===== src/rtl/alu16_seq_ctrl.sv =====
// alu16_seq_ctrl: sequencer that runs ADD, SUB and unsigned 16x16 MUL
// commands through one external alu16bit instance. Multiplication is
// shift-and-add over 16 ALU passes, with the ALU doing every addition.
//
// Handshakes: a transfer happens on a rising clk edge where valid and ready
// are both high. The controller never withdraws rsp_valid, and never changes
// the rsp_* fields, until that transfer has happened. req_ready is high only
// in IDLE.
//
// State encoding on dbg_state: 0 IDLE, 1 EXEC, 2 MUL, 3 DONE.
module alu16_seq_ctrl #(
  parameter logic [2:0] OP_ADD = 3'b010,
  parameter logic [2:0] OP_AND = 3'b000
) (
  input  logic        clk,
  input  logic        rst,
  // command side
  input  logic        req_valid,
  output logic        req_ready,
  input  logic [1:0]  req_cmd,
  input  logic [15:0] req_a,
  input  logic [15:0] req_b,
  // response side
  output logic        rsp_valid,
  input  logic        rsp_ready,
  output logic [15:0] rsp_hi,
  output logic [15:0] rsp_lo,
  output logic        rsp_cout,
  output logic        rsp_err,
  // external ALU drive
  output logic [15:0] alu_a,
  output logic [15:0] alu_b,
  output logic        alu_cin,
  output logic        alu_ainvert,
  output logic        alu_binvert,
  output logic [2:0]  alu_op,
  input  logic [15:0] alu_result,
  input  logic        alu_cout,
  // debug
  output logic [1:0]  dbg_state
);

  typedef enum logic [1:0] {
    IDLE = 2'd0,
    EXEC = 2'd1,
    MUL  = 2'd2,
    DONE = 2'd3
  } state_e;

  localparam logic [1:0] CMD_ADD = 2'b00;
  localparam logic [1:0] CMD_SUB = 2'b01;
  localparam logic [1:0] CMD_MUL = 2'b10;

  state_e      state_q;

  // multiplier working registers: {hi_q, lo_q} is the running partial product,
  // lo_q initially holds the multiplier B and is shifted out LSB first
  logic [15:0] hi_q;
  logic [15:0] lo_q;
  logic [4:0]  cnt_q;

  logic        rsp_valid_q;
  logic [15:0] rsp_hi_q;
  logic [15:0] rsp_lo_q;
  logic        rsp_cout_q;
  logic        rsp_err_q;

  logic [15:0] alu_a_q;
  logic [15:0] alu_b_q;
  logic        alu_cin_q;
  logic        alu_ainvert_q;
  logic        alu_binvert_q;
  logic [2:0]  alu_op_q;

  logic [15:0] mul_hi_d;
  logic [15:0] mul_lo_d;

  // One shift-and-add step. The ALU is currently computing hi + A; when the
  // multiplier bit is set that 17-bit sum is kept, otherwise hi is kept.
  // Either way the 33-bit value is shifted right by one into {hi, lo}.
  always_comb begin
    mul_hi_d = {1'b0, hi_q[15:1]};
    mul_lo_d = {hi_q[0], lo_q[15:1]};
    if (lo_q[0]) begin
      mul_hi_d = {alu_cout, alu_result[15:1]};
      mul_lo_d = {alu_result[0], lo_q[15:1]};
    end
  end

  // Controller FSM with registered response and ALU-drive outputs.
  // The ALU drive vector for a state is loaded on the edge that enters it,
  // so the ALU result is ready to be captured on the edge that leaves it.
  always_ff @(posedge clk) begin
    if (rst) begin
      state_q       <= IDLE;
      hi_q          <= 16'h0000;
      lo_q          <= 16'h0000;
      cnt_q         <= 5'd0;
      rsp_valid_q   <= 1'b0;
      rsp_hi_q      <= 16'h0000;
      rsp_lo_q      <= 16'h0000;
      rsp_cout_q    <= 1'b0;
      rsp_err_q     <= 1'b0;
      alu_a_q       <= 16'h0000;
      alu_b_q       <= 16'h0000;
      alu_cin_q     <= 1'b0;
      alu_ainvert_q <= 1'b0;
      alu_binvert_q <= 1'b0;
      alu_op_q      <= OP_AND;
    end else begin
      case (state_q)
        IDLE: begin
          if (req_valid) begin
            // fresh response fields for every accepted command
            rsp_hi_q   <= 16'h0000;
            rsp_lo_q   <= 16'h0000;
            rsp_cout_q <= 1'b0;
            rsp_err_q  <= 1'b0;
            case (req_cmd)
              CMD_ADD, CMD_SUB: begin
                // SUB is A + ~B + 1; carry-out 1 means no borrow
                alu_a_q       <= req_a;
                alu_b_q       <= req_b;
                alu_op_q      <= OP_ADD;
                alu_ainvert_q <= 1'b0;
                alu_binvert_q <= (req_cmd == CMD_SUB);
                alu_cin_q     <= (req_cmd == CMD_SUB);
                state_q       <= EXEC;
              end
              CMD_MUL: begin
                hi_q          <= 16'h0000;
                lo_q          <= req_b;
                cnt_q         <= 5'd0;
                alu_a_q       <= 16'h0000;
                alu_b_q       <= req_a;
                alu_op_q      <= OP_ADD;
                alu_ainvert_q <= 1'b0;
                alu_binvert_q <= 1'b0;
                alu_cin_q     <= 1'b0;
                state_q       <= MUL;
              end
              default: begin
                // illegal command: straight to DONE with only the error bit
                rsp_err_q   <= 1'b1;
                rsp_valid_q <= 1'b1;
                state_q     <= DONE;
              end
            endcase
          end
        end

        EXEC: begin
          rsp_lo_q      <= alu_result;
          rsp_cout_q    <= alu_cout;
          rsp_valid_q   <= 1'b1;
          alu_a_q       <= 16'h0000;
          alu_b_q       <= 16'h0000;
          alu_cin_q     <= 1'b0;
          alu_ainvert_q <= 1'b0;
          alu_binvert_q <= 1'b0;
          alu_op_q      <= OP_AND;
          state_q       <= DONE;
        end

        MUL: begin
          hi_q    <= mul_hi_d;
          lo_q    <= mul_lo_d;
          cnt_q   <= cnt_q + 5'd1;
          // next pass adds A to the new hi
          alu_a_q <= mul_hi_d;
          if (cnt_q == 5'd15) begin
            rsp_hi_q      <= mul_hi_d;
            rsp_lo_q      <= mul_lo_d;
            rsp_valid_q   <= 1'b1;
            alu_a_q       <= 16'h0000;
            alu_b_q       <= 16'h0000;
            alu_cin_q     <= 1'b0;
            alu_ainvert_q <= 1'b0;
            alu_binvert_q <= 1'b0;
            alu_op_q      <= OP_AND;
            state_q       <= DONE;
          end
        end

        DONE: begin
          if (rsp_ready) begin
            rsp_valid_q <= 1'b0;
            state_q     <= IDLE;
          end
        end

        default: begin
          state_q <= IDLE;
        end
      endcase
    end
  end

  assign req_ready   = (state_q == IDLE);
  assign rsp_valid   = rsp_valid_q;
  assign rsp_hi      = rsp_hi_q;
  assign rsp_lo      = rsp_lo_q;
  assign rsp_cout    = rsp_cout_q;
  assign rsp_err     = rsp_err_q;
  assign alu_a       = alu_a_q;
  assign alu_b       = alu_b_q;
  assign alu_cin     = alu_cin_q;
  assign alu_ainvert = alu_ainvert_q;
  assign alu_binvert = alu_binvert_q;
  assign alu_op      = alu_op_q;
  assign dbg_state   = state_q;

endmodule


===== config.mk =====
export PLATFORM = sky130hd
export DESIGN_NAME = alu16_seq_ctrl
export DESIGN_NICKNAME = d
export VERILOG_FILES = /design/src/rtl/alu16_seq_ctrl.sv
export SDC_FILE = /design/constraint.sdc
export NUM_CORES = 1
export LEC_CHECK = 0
export ABC_AREA = 1
export ABC_CLOCK_PERIOD_IN_PS = 3900
export BUFFER_PORTS_ARGS = -buffer_cell sky130_fd_sc_hd__clkbuf_2
export CAP_MARGIN = 20
export CORE_UTILIZATION = 59
export CTS_BUF_LIST = sky130_fd_sc_hd__clkbuf_2
export CTS_CLUSTER_DIAMETER = 200
export CTS_CLUSTER_SIZE = 16
export DETAILED_ROUTE_END_ITERATION = 10
export PLACE_DENSITY = 0.88
export SKIP_LAST_GASP = 1
export SLEW_MARGIN = 10
export SYNTH_ARGS = -nofsm -noshare
export SYNTH_HDL_FRONTEND = slang
export SYNTH_SLANG_ARGS = --single-unit

===== constraint.sdc =====
create_clock -name clk -period 3.9 [get_ports clk]
set_clock_uncertainty 0.15 [all_clocks]
set_input_delay 0.78 -clock clk [delete_from_list [all_inputs] [get_ports clk]]
set_output_delay 0.78 -clock clk [all_outputs]
set_load 0.005 [all_outputs]

* Yosys cells after proc, flatten, opt, wreduce, memory -nomap -nowiden
Cells that the tools add are included.
Word-level totals: bits of input ports 55, flip-flop bits (word level) 111, word-level logic and storage cells 93
Operators by class: multiplexer cells 48, equality and inequality tests 13, reduce and logical (&&, ||, !) cells 17, add/subtract/negate cells 1
Operator list (number):
- $mux W16 | 13
- $pmux W16 S2 | 5
- $pmux W16 S3 | 3
- $reduce_and A3 Y1 | 5
- $reduce_and A4 Y1 | 3
- $mux W1 | 10
- $mux W5 | 2
- $ne A2 B2 Y1 const B | 5
- $pmux W5 S2 | 1
- $mux W3 | 3
- $pmux W3 S3 | 1
- $pmux W2 S4 | 1
- $eq A2 B2 Y1 const B | 3
- $mux W2 | 3
- $pmux W1 S3 | 2
- $add A5 B1 Y5 const B | 1
- $eq A5 B4 Y1 const B | 1
- $eq A2 B1 Y1 const B | 2
- $logic_not A2 Y1 | 2
- $pmux W1 S2 | 2
- $pmux W1 S4 | 1
- $pmux W2 S2 | 1
- $reduce_and A2 Y1 | 2
- $reduce_bool A2 Y1 | 2
- 5 further kinds | 5

* Logic depth before layout (Yosys ltp)
depth in word-level cells 5, mapped depth 12, mapped depth without buffers 10

* Worst setup path before layout
No wires, ideal clock.
path kind flip-flop to flip-flop, from reg state_q[0] (netlist: dbg_state[0]), to reg alu_a_q[0] (netlist: alu_a[0]), path slack 2.047 ns, stages on the path, launching flop included 11, arrival 1.586 ns, buffers on the path 2, path through dfxtp_1 inv_1 ha_1 buf_4 nand3_1 nand2_1 nor2_2 inv_1 buf_2 nor2_1 nor2_1
On the way: word-level cells in the longest chain between the ends 3
Ends and longest elaborated chain:
- from (decl) | line 54 | state_e state_q;
- from (signal assigned) | line 95 | state_q <= IDLE;
- from (signal assigned) | line 128 | state_q <= EXEC;
- from (signal assigned) | line 140 | state_q <= MUL;
- $logic_not A2 Y1 (*)
- via req_ready | line 19 | output logic req_ready,
- $ne A3 B1 Y1 (no source line), or another cell as far along
- $reduce_and A3 Y1 (no source line)
- to (signal assigned) | line 122 | alu_a_q <= req_a;
- to (signal assigned) | line 170 | alu_a_q <= mul_hi_d;
- to (decl) | line 68 | logic [15:0] alu_a_q;
Mark *: on every way through the listed nets, which the timed path passes. The rest lies on a longest branch. A chain may end at the register's enable or synchronous reset.

* Worst setup path after layout
from reg state_q[0] (netlist: dbg_state[0]), to reg alu_a_q[11] (netlist: alu_a[11])
On the way: word-level cells in the longest chain between the ends 3
Ends and longest elaborated chain:
- $logic_not A2 Y1, or another cell as far along | line 111 | case (state_q)
- $ne A3 B1 Y1 (no source line), or another cell as far along
- $reduce_and A3 Y1 (no source line)
Several ways; a longest one is shown, not always the timed one.

==> impl_metrics.env <==
export IMPL_ctsHoldBuffers=0
export IMPL_wirelength_mm=14.6
export IMPL_cts_tree="done"
export IMPL_avgRoutedWirePerCell_um=15.1
export IMPL_synthTopCellsByCount="nand2_1 (165), nor2_1 (122), dfxtp_1 (108), o21ai_0 (105)"
export IMPL_vias=5420
export IMPL_async_flop_share=0
export IMPL_power_mw=4.41
export IMPL_gp_congestion=0.965
export IMPL_cts_sink_count=108
export IMPL_yosysUniqueCellTypes=28
export IMPL_period_needed_ps=2840
export IMPL_final_area_um2=5800
export IMPL_die_h_um=95.3
export IMPL_setup_worst_path_class="reg2reg"
export IMPL_arrival_ps=3200
export IMPL_fillers=719
export IMPL_synth_area_top_cells="dfxtp_1 (42%), nand2_1 (12%), o21ai_0 (10%), nor2_1 (8.9%), a21oi_1 (5.5%)"
export IMPL_portBuffers=127
export IMPL_max_slew_margin_rel=0.324
export IMPL_synth_top_area_frac=0.421
export IMPL_setup_viol=0
export IMPL_synth_edf_count=0
export IMPL_ant_nets=0
export IMPL_ys_flop_type="dfxtp_1"
export IMPL_syn_inst=764
export IMPL_p_int_mw=2.26
export IMPL_maxSlewViolCount=0
export IMPL_final_util=0.698
export IMPL_finalCritPeriodShare=0.729
export IMPL_n_antenna_cell=0
export IMPL_pwr_share_seq=0.374
export IMPL_dieArea_um2=9080
export IMPL_placed_area_um2=5680
export IMPL_cts_resized=0
export IMPL_yosysWarnings=0
export IMPL_dr_pass1_iters=6
export IMPL_ys_ff_latch=108
export IMPL_core_um2=8300
export IMPL_antenna_found_initial=0
export IMPL_via_per_inst=5.62
export IMPL_cts_buffer_depth=2
export IMPL_clk_latency_ps=590
export IMPL_dp_hpwl_mm=10.7
export IMPL_synth_area_per_cell_um2=6.72
export IMPL_cp_end_kind="flop"
export IMPL_rows=33
export IMPL_grt_total_usage=0.324
export IMPL_grt_overflow=0
export IMPL_numCtsBuffers=9
export IMPL_cap_violations=0
export IMPL_cp_max_fo=20
export IMPL_rsz0062_at_grt="false"
export IMPL_grt_pass1_vias=4631
export IMPL_io_pins=131
export IMPL_synth_area_um2=5130
export IMPL_hold_viol_final=0
export IMPL_drive_gt1_frac=0.186
export IMPL_regArea_um2=2160
export IMPL_area_growth_pct=12.9
export IMPL_irDropWorstVdd_mv=0.459
export IMPL_power_density_nw_per_um2=761
export IMPL_hold_path_class="in2reg"
export IMPL_worst_slew_pin_slew_ps=1010
export IMPL_pwr_share_clk=0.122
export IMPL_drtIter0Drc=566
export IMPL_grt_first_pass_wirelength_mm=22.5
export IMPL_seq_area_frac_synth=0.421
export IMPL_p_switching_mw=2.15
export IMPL_status="completed"
export IMPL_post_cts_buffers=0
export IMPL_cp_start_kind="flop"
export IMPL_power_leakage_nw=2.66
export IMPL_die_w_um=95.3
export IMPL_yosys_area_top_type="dfxtp_1"
export IMPL_critPathRequiredTime_ps=4260
export IMPL_h_tree_depth=3
export IMPL_fmax_ghz=0.352
export IMPL_yosysMostFrequentCell="nand2_1"
export IMPL_multiInputGateArea_um2=2510
export IMPL_clkTransAtPathRegs_ps=280
export IMPL_drcViolationCount=0
export IMPL_grt_max_degree=64
export IMPL_tns_ps=0
export IMPL_nets=916
export IMPL_swShare=0.487
export IMPL_start_util=0.619
export IMPL_p_comb_frac=0.504
export IMPL_clockRootBuffer="clkbuf_2"
==> through the flow <==
stage	std cells	hold WS, ps	setup WS, ps
detailed placement	949	307	819
CTS	965	290	1070
floorplan	766	306	2050
global placement	949	301	924
global route	965	305	761
finish	965	310	1060
==> layout by cell type, fill, tap and decap left out, drive strengths merged <==
| master | count |
|---|---|
| nor3b | 1 |
| o21ai | 116 |
| dfxtp | 108 |
| ha | 6 |
| inv | 53 |
| a21oi | 56 |
| clkinv | 4 |
| nand3 | 57 |
| o22ai | 15 |
| bufinv | 1 |
| o211ai | 1 |
| conb | 3 |
| nand4 | 2 |
| buf | 5 |
| clkinvlp | 1 |
| nor3 | 1 |
| nand2 | 168 |
| clkbuf | 136 |
| nor2 | 126 |
==> flip-flops by register name (all words and copies together) (netlist names), 2 cells and up <==
name,cells
cnt_q,5
dbg_state,2
alu_b,16
rsp_lo,16
alu_a,16
lo_q,16
rsp_hi,16
hi_q,16
==> layout make-up <==
cell class,count,share of cell area
clock buffers,9,0.00777
flip-flops and latches,108,0.373
well taps,105,0.0227
multi-input cells,552,0.434
repair buffers,132,0.116
inverters,52,0.0337
clock inverters,7,0.0130
==> routing by layer <==
layer,GRT usage,vias up,wire length (um),part of all wire
li1,-,2650,-,-
met3,0.0383,43,1280,0.088
met5,0,-,0,0
met4,0.146,0,470,0.032
met1,0.453,2432,6190,0.42
met2,0.501,295,6620,0.45
==> worst max-delay path: stages (launching register included) <==
cell     delay, ps
dfxtp_1        460
inv_1          100
ha_1           340
nand3_1        120
nand2_1        390
nor2_2         580
inv_1          370
nor2_1         210
nor2_1          60
==> kinds of logic after synthesis <==
kind of cell,Yosys count,synth area share
other,1,0.000730
AO/OA/AOI/OAI,188,0.187
adder cells (fa/ha/maj),6,0.0146
flip-flops,108,0.421
buffers and inverters,106,0.0907
AND/OR/NAND/NOR,355,0.285
==> power groups by stage <==
stage          Combinational, mW  Sequential [mW]  Clock (mW)
2_1_floorplan               1.63             1.62           0
3_3_place_gp                2.11             1.65           0
3_5_place_dp                2.17             1.67           0
4_1_cts                     2.17             1.65       0.543
5_1_grt                     2.47             1.69       0.585
6_report                    2.22             1.65       0.537
==> path summary, 6_finish.rpt <==
kind	start	to	slack [ps]	cells past startpoint
min	alu_cout	rsp_cout$_SDFFE_PP0P_	310	3
max	dbg_state[0]$_SDFFE_PP0P_	alu_a[11]$_SDFFE_PP0P_	1060	8
max reg2reg	dbg_state[0]$_SDFFE_PP0P_	alu_a[11]$_SDFFE_PP0P_	1060	8
min reg2reg	rsp_hi[15]$_SDFFE_PP0P_	rsp_hi[15]$_SDFFE_PP0P_	330	2
No activity file was read; power rests on OpenSTA's default activity.
